===== src/rtl/vt52_cmd_writer_if.sv =====
// vt52_cmd_writer_if: byte-stream handshake from the host plus the
// char_buffer write port and cursor position driven by vt52_cmd_writer.
interface vt52_cmd_writer_if;
    logic [7:0]  in_data;
    logic        in_valid;
    logic        in_ready;
    logic [10:0] buf_addr;
    logic [7:0]  buf_din;
    logic        buf_wen;
    logic [4:0]  cursor_row;
    logic [6:0]  cursor_col;

    // Host / upstream side: supplies bytes, observes the writer
    modport master (
        output in_data,
        output in_valid,
        input  in_ready,
        input  buf_addr,
        input  buf_din,
        input  buf_wen,
        input  cursor_row,
        input  cursor_col
    );

    // Writer side: consumes bytes, drives the buffer port and cursor
    modport slave (
        input  in_data,
        input  in_valid,
        output in_ready,
        output buf_addr,
        output buf_din,
        output buf_wen,
        output cursor_row,
        output cursor_col
    );
endinterface


===== src/rtl/vt52_cmd_writer.sv =====
// vt52_cmd_writer: decodes a VT52 subset from a byte stream into
// single-cycle char_buffer writes and tracks the cursor.
// Optional feature: define VT52_DIRECT_ADDR_EN to enable ESC Y row col
// direct cursor addressing.
module vt52_cmd_writer #(
    parameter int         COLS      = 80,
    parameter int         ROWS      = 24,
    parameter logic [7:0] FILL_CHAR = 8'h20
) (
    input  logic               pclk,
    input  logic               clr,
    vt52_cmd_writer_if.slave   bus
);

    localparam logic [2:0] S_IDLE     = 3'd0;
    localparam logic [2:0] S_ESC      = 3'd1;
`ifdef VT52_DIRECT_ADDR_EN
    localparam logic [2:0] S_ESCY_ROW = 3'd2;
    localparam logic [2:0] S_ESCY_COL = 3'd3;
`endif
    localparam logic [2:0] S_CLEAR    = 3'd4;

    localparam logic [6:0]  LAST_COL  = 7'(COLS - 1);
    localparam logic [4:0]  LAST_ROW  = 5'(ROWS - 1);
    localparam logic [10:0] LAST_ADDR = 11'(COLS * ROWS - 1);

    logic [2:0]  r_state;
    logic [4:0]  r_row;
    logic [6:0]  r_col;
    logic [10:0] r_addr;
    logic [7:0]  r_din;
    logic        r_wen;
    logic [10:0] r_clrEnd;

    logic        w_accept;
    logic        w_printable;
    logic [10:0] w_curAddr;
    logic [10:0] w_rowEnd;
    logic [7:0]  w_tabSum;
    logic [6:0]  w_tabCol;

`ifdef VT52_DIRECT_ADDR_EN
    logic [4:0]  r_yRow;
    logic [7:0]  w_yVal;
    logic [4:0]  w_yRow;
    logic [6:0]  w_yCol;
`endif

    // Handshake: stall the host only while a clear sweep is running
    assign bus.in_ready = (r_state != S_CLEAR);
    assign w_accept     = bus.in_valid && bus.in_ready;

    assign bus.buf_addr   = r_addr;
    assign bus.buf_din    = r_din;
    assign bus.buf_wen    = r_wen;
    assign bus.cursor_row = r_row;
    assign bus.cursor_col = r_col;

    // Cursor-derived addresses and the saturating tab-stop column
    always_comb begin
        w_printable = (bus.in_data >= 8'h20) && (bus.in_data <= 8'h7E);
        w_curAddr   = 11'(r_row) * 11'(COLS) + 11'(r_col);
        w_rowEnd    = 11'(r_row) * 11'(COLS) + 11'(LAST_COL);
        w_tabSum    = {1'b0, (r_col | 7'd7)} + 8'd1;
        w_tabCol    = (w_tabSum > {1'b0, LAST_COL}) ? LAST_COL : w_tabSum[6:0];
    end

`ifdef VT52_DIRECT_ADDR_EN
    // ESC Y coordinate bytes are offset by 0x20 and clamped to the screen
    always_comb begin
        w_yVal = (bus.in_data < 8'h20) ? 8'h00 : (bus.in_data - 8'h20);
        w_yRow = (w_yVal > {3'b000, LAST_ROW}) ? LAST_ROW : w_yVal[4:0];
        w_yCol = (w_yVal > {1'b0, LAST_COL}) ? LAST_COL : w_yVal[6:0];
    end
`endif

    // Decoder state machine, cursor update and buffer write generation
    always_ff @(posedge pclk or posedge clr) begin
        if (clr) begin
            r_state  <= S_IDLE;
            r_row    <= '0;
            r_col    <= '0;
            r_addr   <= '0;
            r_din    <= '0;
            r_wen    <= 1'b0;
            r_clrEnd <= '0;
`ifdef VT52_DIRECT_ADDR_EN
            r_yRow   <= '0;
`endif
        end else begin
            r_wen <= 1'b0;
            case (r_state)
                S_IDLE: begin
                    if (w_accept) begin
                        if (w_printable) begin
                            r_wen  <= 1'b1;
                            r_addr <= w_curAddr;
                            r_din  <= bus.in_data;
                            if (r_col < LAST_COL) r_col <= r_col + 7'd1;
                        end else begin
                            case (bus.in_data)
                                8'h0D: r_col <= '0;
                                8'h08: if (r_col != '0) r_col <= r_col - 7'd1;
                                8'h09: r_col <= w_tabCol;
                                8'h0A: begin
                                    if (r_row < LAST_ROW) begin
                                        r_row <= r_row + 5'd1;
                                    end else begin
                                        r_row    <= '0;
                                        r_wen    <= 1'b1;
                                        r_addr   <= '0;
                                        r_din    <= FILL_CHAR;
                                        r_clrEnd <= 11'(LAST_COL);
                                        r_state  <= S_CLEAR;
                                    end
                                end
                                8'h1B: r_state <= S_ESC;
                                default: ;
                            endcase
                        end
                    end
                end
                S_ESC: begin
                    if (w_accept) begin
                        r_state <= S_IDLE;
                        case (bus.in_data)
                            8'h41: if (r_row != '0) r_row <= r_row - 5'd1;
                            8'h42: if (r_row < LAST_ROW) r_row <= r_row + 5'd1;
                            8'h43: if (r_col < LAST_COL) r_col <= r_col + 7'd1;
                            8'h44: if (r_col != '0) r_col <= r_col - 7'd1;
                            8'h48: begin
                                r_row <= '0;
                                r_col <= '0;
                            end
                            8'h4A: begin
                                r_wen    <= 1'b1;
                                r_addr   <= w_curAddr;
                                r_din    <= FILL_CHAR;
                                r_clrEnd <= LAST_ADDR;
                                r_state  <= S_CLEAR;
                            end
                            8'h4B: begin
                                r_wen    <= 1'b1;
                                r_addr   <= w_curAddr;
                                r_din    <= FILL_CHAR;
                                r_clrEnd <= w_rowEnd;
                                r_state  <= S_CLEAR;
                            end
`ifdef VT52_DIRECT_ADDR_EN
                            8'h59: r_state <= S_ESCY_ROW;
`endif
                            default: ;
                        endcase
                    end
                end
`ifdef VT52_DIRECT_ADDR_EN
                S_ESCY_ROW: begin
                    if (w_accept) begin
                        r_yRow  <= w_yRow;
                        r_state <= S_ESCY_COL;
                    end
                end
                S_ESCY_COL: begin
                    if (w_accept) begin
                        r_row   <= r_yRow;
                        r_col   <= w_yCol;
                        r_state <= S_IDLE;
                    end
                end
`endif
                S_CLEAR: begin
                    if (r_addr == r_clrEnd) begin
                        r_state <= S_IDLE;
                    end else begin
                        r_addr <= r_addr + 11'd1;
                        r_wen  <= 1'b1;
                    end
                end
                default: r_state <= S_IDLE;
            endcase
        end
    end

endmodule


===== src/flat_wrapper.sv =====
// flat-port wrapper written by rule: the top's interface ports become plain ports
module vt52_cmd_writer_flat 
#(
    parameter int         COLS      = 80,
    parameter int         ROWS      = 24,
    parameter logic [7:0] FILL_CHAR = 8'h20
)
  (pclk, clr, bus_in_data, bus_in_valid, bus_in_ready, bus_buf_addr, bus_buf_din, bus_buf_wen, bus_cursor_row, bus_cursor_col);
  vt52_cmd_writer_if bus_i ();
  input  logic pclk;
  input  logic clr;
  input wire logic [$bits(bus_i.in_data)-1:0] bus_in_data;
  input wire logic [$bits(bus_i.in_valid)-1:0] bus_in_valid;
  output wire logic [$bits(bus_i.in_ready)-1:0] bus_in_ready;
  output wire logic [$bits(bus_i.buf_addr)-1:0] bus_buf_addr;
  output wire logic [$bits(bus_i.buf_din)-1:0] bus_buf_din;
  output wire logic [$bits(bus_i.buf_wen)-1:0] bus_buf_wen;
  output wire logic [$bits(bus_i.cursor_row)-1:0] bus_cursor_row;
  output wire logic [$bits(bus_i.cursor_col)-1:0] bus_cursor_col;
  assign bus_i.in_data = bus_in_data;
  assign bus_i.in_valid = bus_in_valid;
  assign bus_in_ready = bus_i.in_ready;
  assign bus_buf_addr = bus_i.buf_addr;
  assign bus_buf_din = bus_i.buf_din;
  assign bus_buf_wen = bus_i.buf_wen;
  assign bus_cursor_row = bus_i.cursor_row;
  assign bus_cursor_col = bus_i.cursor_col;
  vt52_cmd_writer #(.COLS(COLS), .ROWS(ROWS), .FILL_CHAR(FILL_CHAR)) u_core (.pclk(pclk), .clr(clr), .bus(bus_i));
endmodule

===== config.mk =====
export PLATFORM = sky130hd
export DESIGN_NAME = vt52_cmd_writer_flat
export DESIGN_NICKNAME = d
export VERILOG_FILES = /design/src/rtl/vt52_cmd_writer_if.sv /design/src/rtl/vt52_cmd_writer.sv /design/src/flat_wrapper.sv
export SDC_FILE = /design/constraint.sdc
export NUM_CORES = 1
export LEC_CHECK = 0
export ABC_AREA = 1
export BUFFER_PORTS_ARGS = -buffer_cell sky130_fd_sc_hd__buf_4
export CAP_MARGIN = 15
export CORE_MARGIN = 2
export CORE_UTILIZATION = 30
export CTS_CLUSTER_DIAMETER = 30
export DETAILED_ROUTE_END_ITERATION = 6
export GPL_TIMING_DRIVEN = 0
export PLACE_DENSITY = 0.42
export SYNTH_ARGS = -nofsm -noshare
export SYNTH_HDL_FRONTEND = slang
export SYNTH_SLANG_ARGS = --single-unit

===== constraint.sdc =====
create_clock -name pclk -period 3.2 [get_ports pclk]
set_input_delay 0.48 -clock pclk [delete_from_list [all_inputs] [get_ports pclk]]
set_output_delay 0.48 -clock pclk [all_outputs]
set_load 0.05 [all_outputs]

==> results.tsv <==
metric	value	unit
status	complete, no violations	
cts_setup_buffers	0	
clk_latency	0.29	ns
max-vdd-ir-drop	0.253	mV
cts_hold_buffers	0	
wire_per_inst	14.1	microns
setup_viol	0	
ant_nets	0	
instances_no_fill	878	
drv_cap	0	
rows	42	
cts_tree	done	
start_util	0.307	
arrival	2.79	ns
end_kind	flip-flop	
cp.required	3.38	ns
drt_iter0_drc	256	
cts_sinks	42	
grt_max_degree	29	
htreeDepth	2	
vias	4148	
leakagePower	2.56	nW
finalHoldViolCount	0	
regArea	1050	sq um
die-area	14400	sq um
synth_edf_count	0	
post_cts_resized	0	
seq_area_frac_synth	0.259	
clockBufferDepth	2	
drc_errors	0	
fmaxAchievable	0.384	GHz
yosys_most_used_dff	dfrtp_1	
core_area	13200	sq um
syn_area_per_cell	6.23	sq um
async_flop_share	1.00	
vias_per_cell	4.72	
portBuffers	43	
fin_nets	739	
min_period	2.60	ns
syn_to_final_growth	18.0	%
routed_wl	12.4	mm
clk_pin_slew	0.07	ns
grt_pass1_wl	20.5	mm
period_share	0.814	
root_buffer	clkbuf_16	
cts_made_buffers	5	
synth_cell_types	35	
drt-pass1-iter-count	5	
synth_nets	688	
overflow	0	
netlist_instances	650	
slew_viol_final	0	
fillers	1463	
grt_pass1_vias	4033	
die_h	120	microns
worst_pin_slew	0.595	ns
grtUsageTotal	0.178	
antenna_found_initial	0	
crit_fanout	10	
max_slew_margin	0.603	
place.gp.congestion	0.882	
rsz0062_at_grt	false	
pwr_density_cell	792	nW/um^2
fin_tns_setup	0	ns
ys_warn_count	0	
start_kind	flip-flop	
skew	0.00668	ns
die_x	120	microns
io_pins	44	
antenna_cells	0	
drive_gt1_frac	0.135	
dpl.cell_count	870	
min_path_type	in2async	
ys_ff_latch	42	
power	0.00379	W
multi_input_area	2620	sq um
critPathKind	reg2reg	
syn-cell-area	4050	sq um
dp_hpwl	9.73	mm
-- cell type report --
class,count,area share
clock buffer,6,0.0270
timing repair buffer,44,0.0717
tap,176,0.0461
multi-input combinational,514,0.549
clock inverter,2,0.00785
sequential,42,0.220
buffer,14,0.0160
inverter,80,0.0628
-- registers in the layout (all words and copies together) (netlist names) --
signal,flops
u_core.bus.cursor_row,5
u_core.bus.cursor_col,7
u_core.r_clrEnd,8
u_core.bus.buf_addr,11
u_core.bus.buf_wen,1
u_core.bus.buf_din,8
u_core.r_state,2
-- where the power goes --
group	internal, W	leakage, nW	switching [W]	total [W]
Clock	0.000369	0.0771	0.000238	0.000608
Combinational	0.000717	1.93	0.00156	0.00228
Sequential	0.000685	0.554	0.000214	0.000900
Total	0.00177	2.56	0.00201	0.00379
-- kinds of logic (layout without fill, tap and decap cells) --
group                    count (synthesis)  after routing  share of synthesized area
AND/OR/NAND/NOR                        412            412                      0.441
buffers and inverters                   94            146                     0.0930
AO/OA/AOI/OAI                           54             54                     0.0735
flip-flops                              42             42                      0.260
adder cells (fa/ha/maj)                 27             27                     0.0871
XOR/XNOR                                20             20                     0.0433
multiplexers                             1              1                    0.00247
-- cells in the mapped netlist, types with 2 or more instances --
| cell type | instances | share of area |
|---|---|---|
| nand2_1 | 232 | 0.22 |
| inv_1 | 74 | 0.069 |
| nand3_1 | 73 | 0.090 |
| nor2_1 | 62 | 0.057 |
| dfrtp_1 | 42 | 0.26 |
| ha_1 | 25 | 0.077 |
| o21ai_0 | 25 | 0.031 |
| xor2_1 | 17 | 0.037 |
| nand4_1 | 15 | 0.023 |
| a21oi_1 | 12 | 0.015 |
| nand2_2 | 7 | 0.011 |
| o21ai_1 | 7 | 0.0086 |
| buf_2 | 6 | 0.0074 |
| nor2_2 | 6 | 0.0093 |
| nor3_1 | 6 | 0.0074 |
| inv_2 | 5 | 0.0046 |
| buf_4 | 4 | 0.0074 |
| nor2_4 | 4 | 0.011 |
| a21oi_2 | 3 | 0.0065 |
| o211ai_1 | 3 | 0.0056 |
| xnor2_1 | 3 | 0.0065 |
| clkbuf_1 | 2 | 0.0019 |
| fa_1 | 2 | 0.0099 |
| nand3_2 | 2 | 0.0049 |
| o22ai_1 | 2 | 0.0031 |
| or2_2 | 2 | 0.0031 |
-- final timing paths --
path	from	to	slack, ns	cells past startpoint
setup reg to reg	u_core.bus.cursor_row[1]$_DFFE_PP0P_	u_core.bus.buf_addr[9]$_DFFE_PP0P_	0.60	14
setup / recovery	u_core.bus.cursor_row[1]$_DFFE_PP0P_	u_core.bus.buf_addr[9]$_DFFE_PP0P_	0.60	14
hold / removal	clr	u_core.bus.buf_wen$_DFF_PP0_	0.16	2
max in group asynchronous	clr	u_core.bus.buf_addr[10]$_DFFE_PP0P_	2.55	3
min in group pclk	bus_in_data[4]	u_core.bus.buf_din[4]$_DFFE_PP0P_	0.45	3
hold reg to reg	u_core.r_clrEnd[3]$_DFFE_PP0P_	u_core.r_clrEnd[3]$_DFFE_PP0P_	0.49	1
-- cells in the final DEF (no fill, tap or decap), types with 3 or more instances in the layout --
master     synthesis  routed
nand2_2            7       7
nor3_1             6       6
o21ai_1            7       7
clkbuf_1           2       3
nand4_1           15      15
buf_4              4      47
o211ai_1           3       3
nor2_1            62      62
nand3_1           73      73
xnor2_1            3       3
ha_1              25      25
dfrtp_1           42      42
nand2_1          232     232
nor2_4             4       4
a21oi_2            3       3
xor2_1            17      17
o21ai_0           25      25
nor2_2             6       6
clkbuf_16          0       5
inv_1             74      73
buf_2              6       6
inv_2              5       6
a21oi_1           12      12
-- critical path: stages (launching register included) --
cell	delay, ns
dfrtp_1	0.63
ha_1	0.32
ha_1	0.21
inv_1	0.07
fa_1	0.48
inv_1	0.13
nand2_1	0.07
inv_1	0.09
nand3_1	0.09
nand3_1	0.10
nand2_1	0.05
nand2_1	0.05
nand2_1	0.06
nand2_1	0.08
nand2_1	0.05
-- routing by layer --
metal	GRT usage	wire [microns]
met5	0	0
met4	0.0426	136
met3	0.0189	316
met2	0.297	5790
met1	0.246	6130
-- stage by stage --
stage                     setup slack (ns)  utilization  area (sq um)  hold slack [ns]
final                                0.595        0.362          4780            0.160
after global routing                 0.301        0.362          4780            0.180
after CTS                            0.574        0.362          4780            0.171
after detailed placement             0.592        0.350          4610            0.483
after global placement               0.582        0.348          4590            0.481
after floorplan                      0.612            -          4050            0.463
Note: power is estimated with default switching activity, not from simulation.
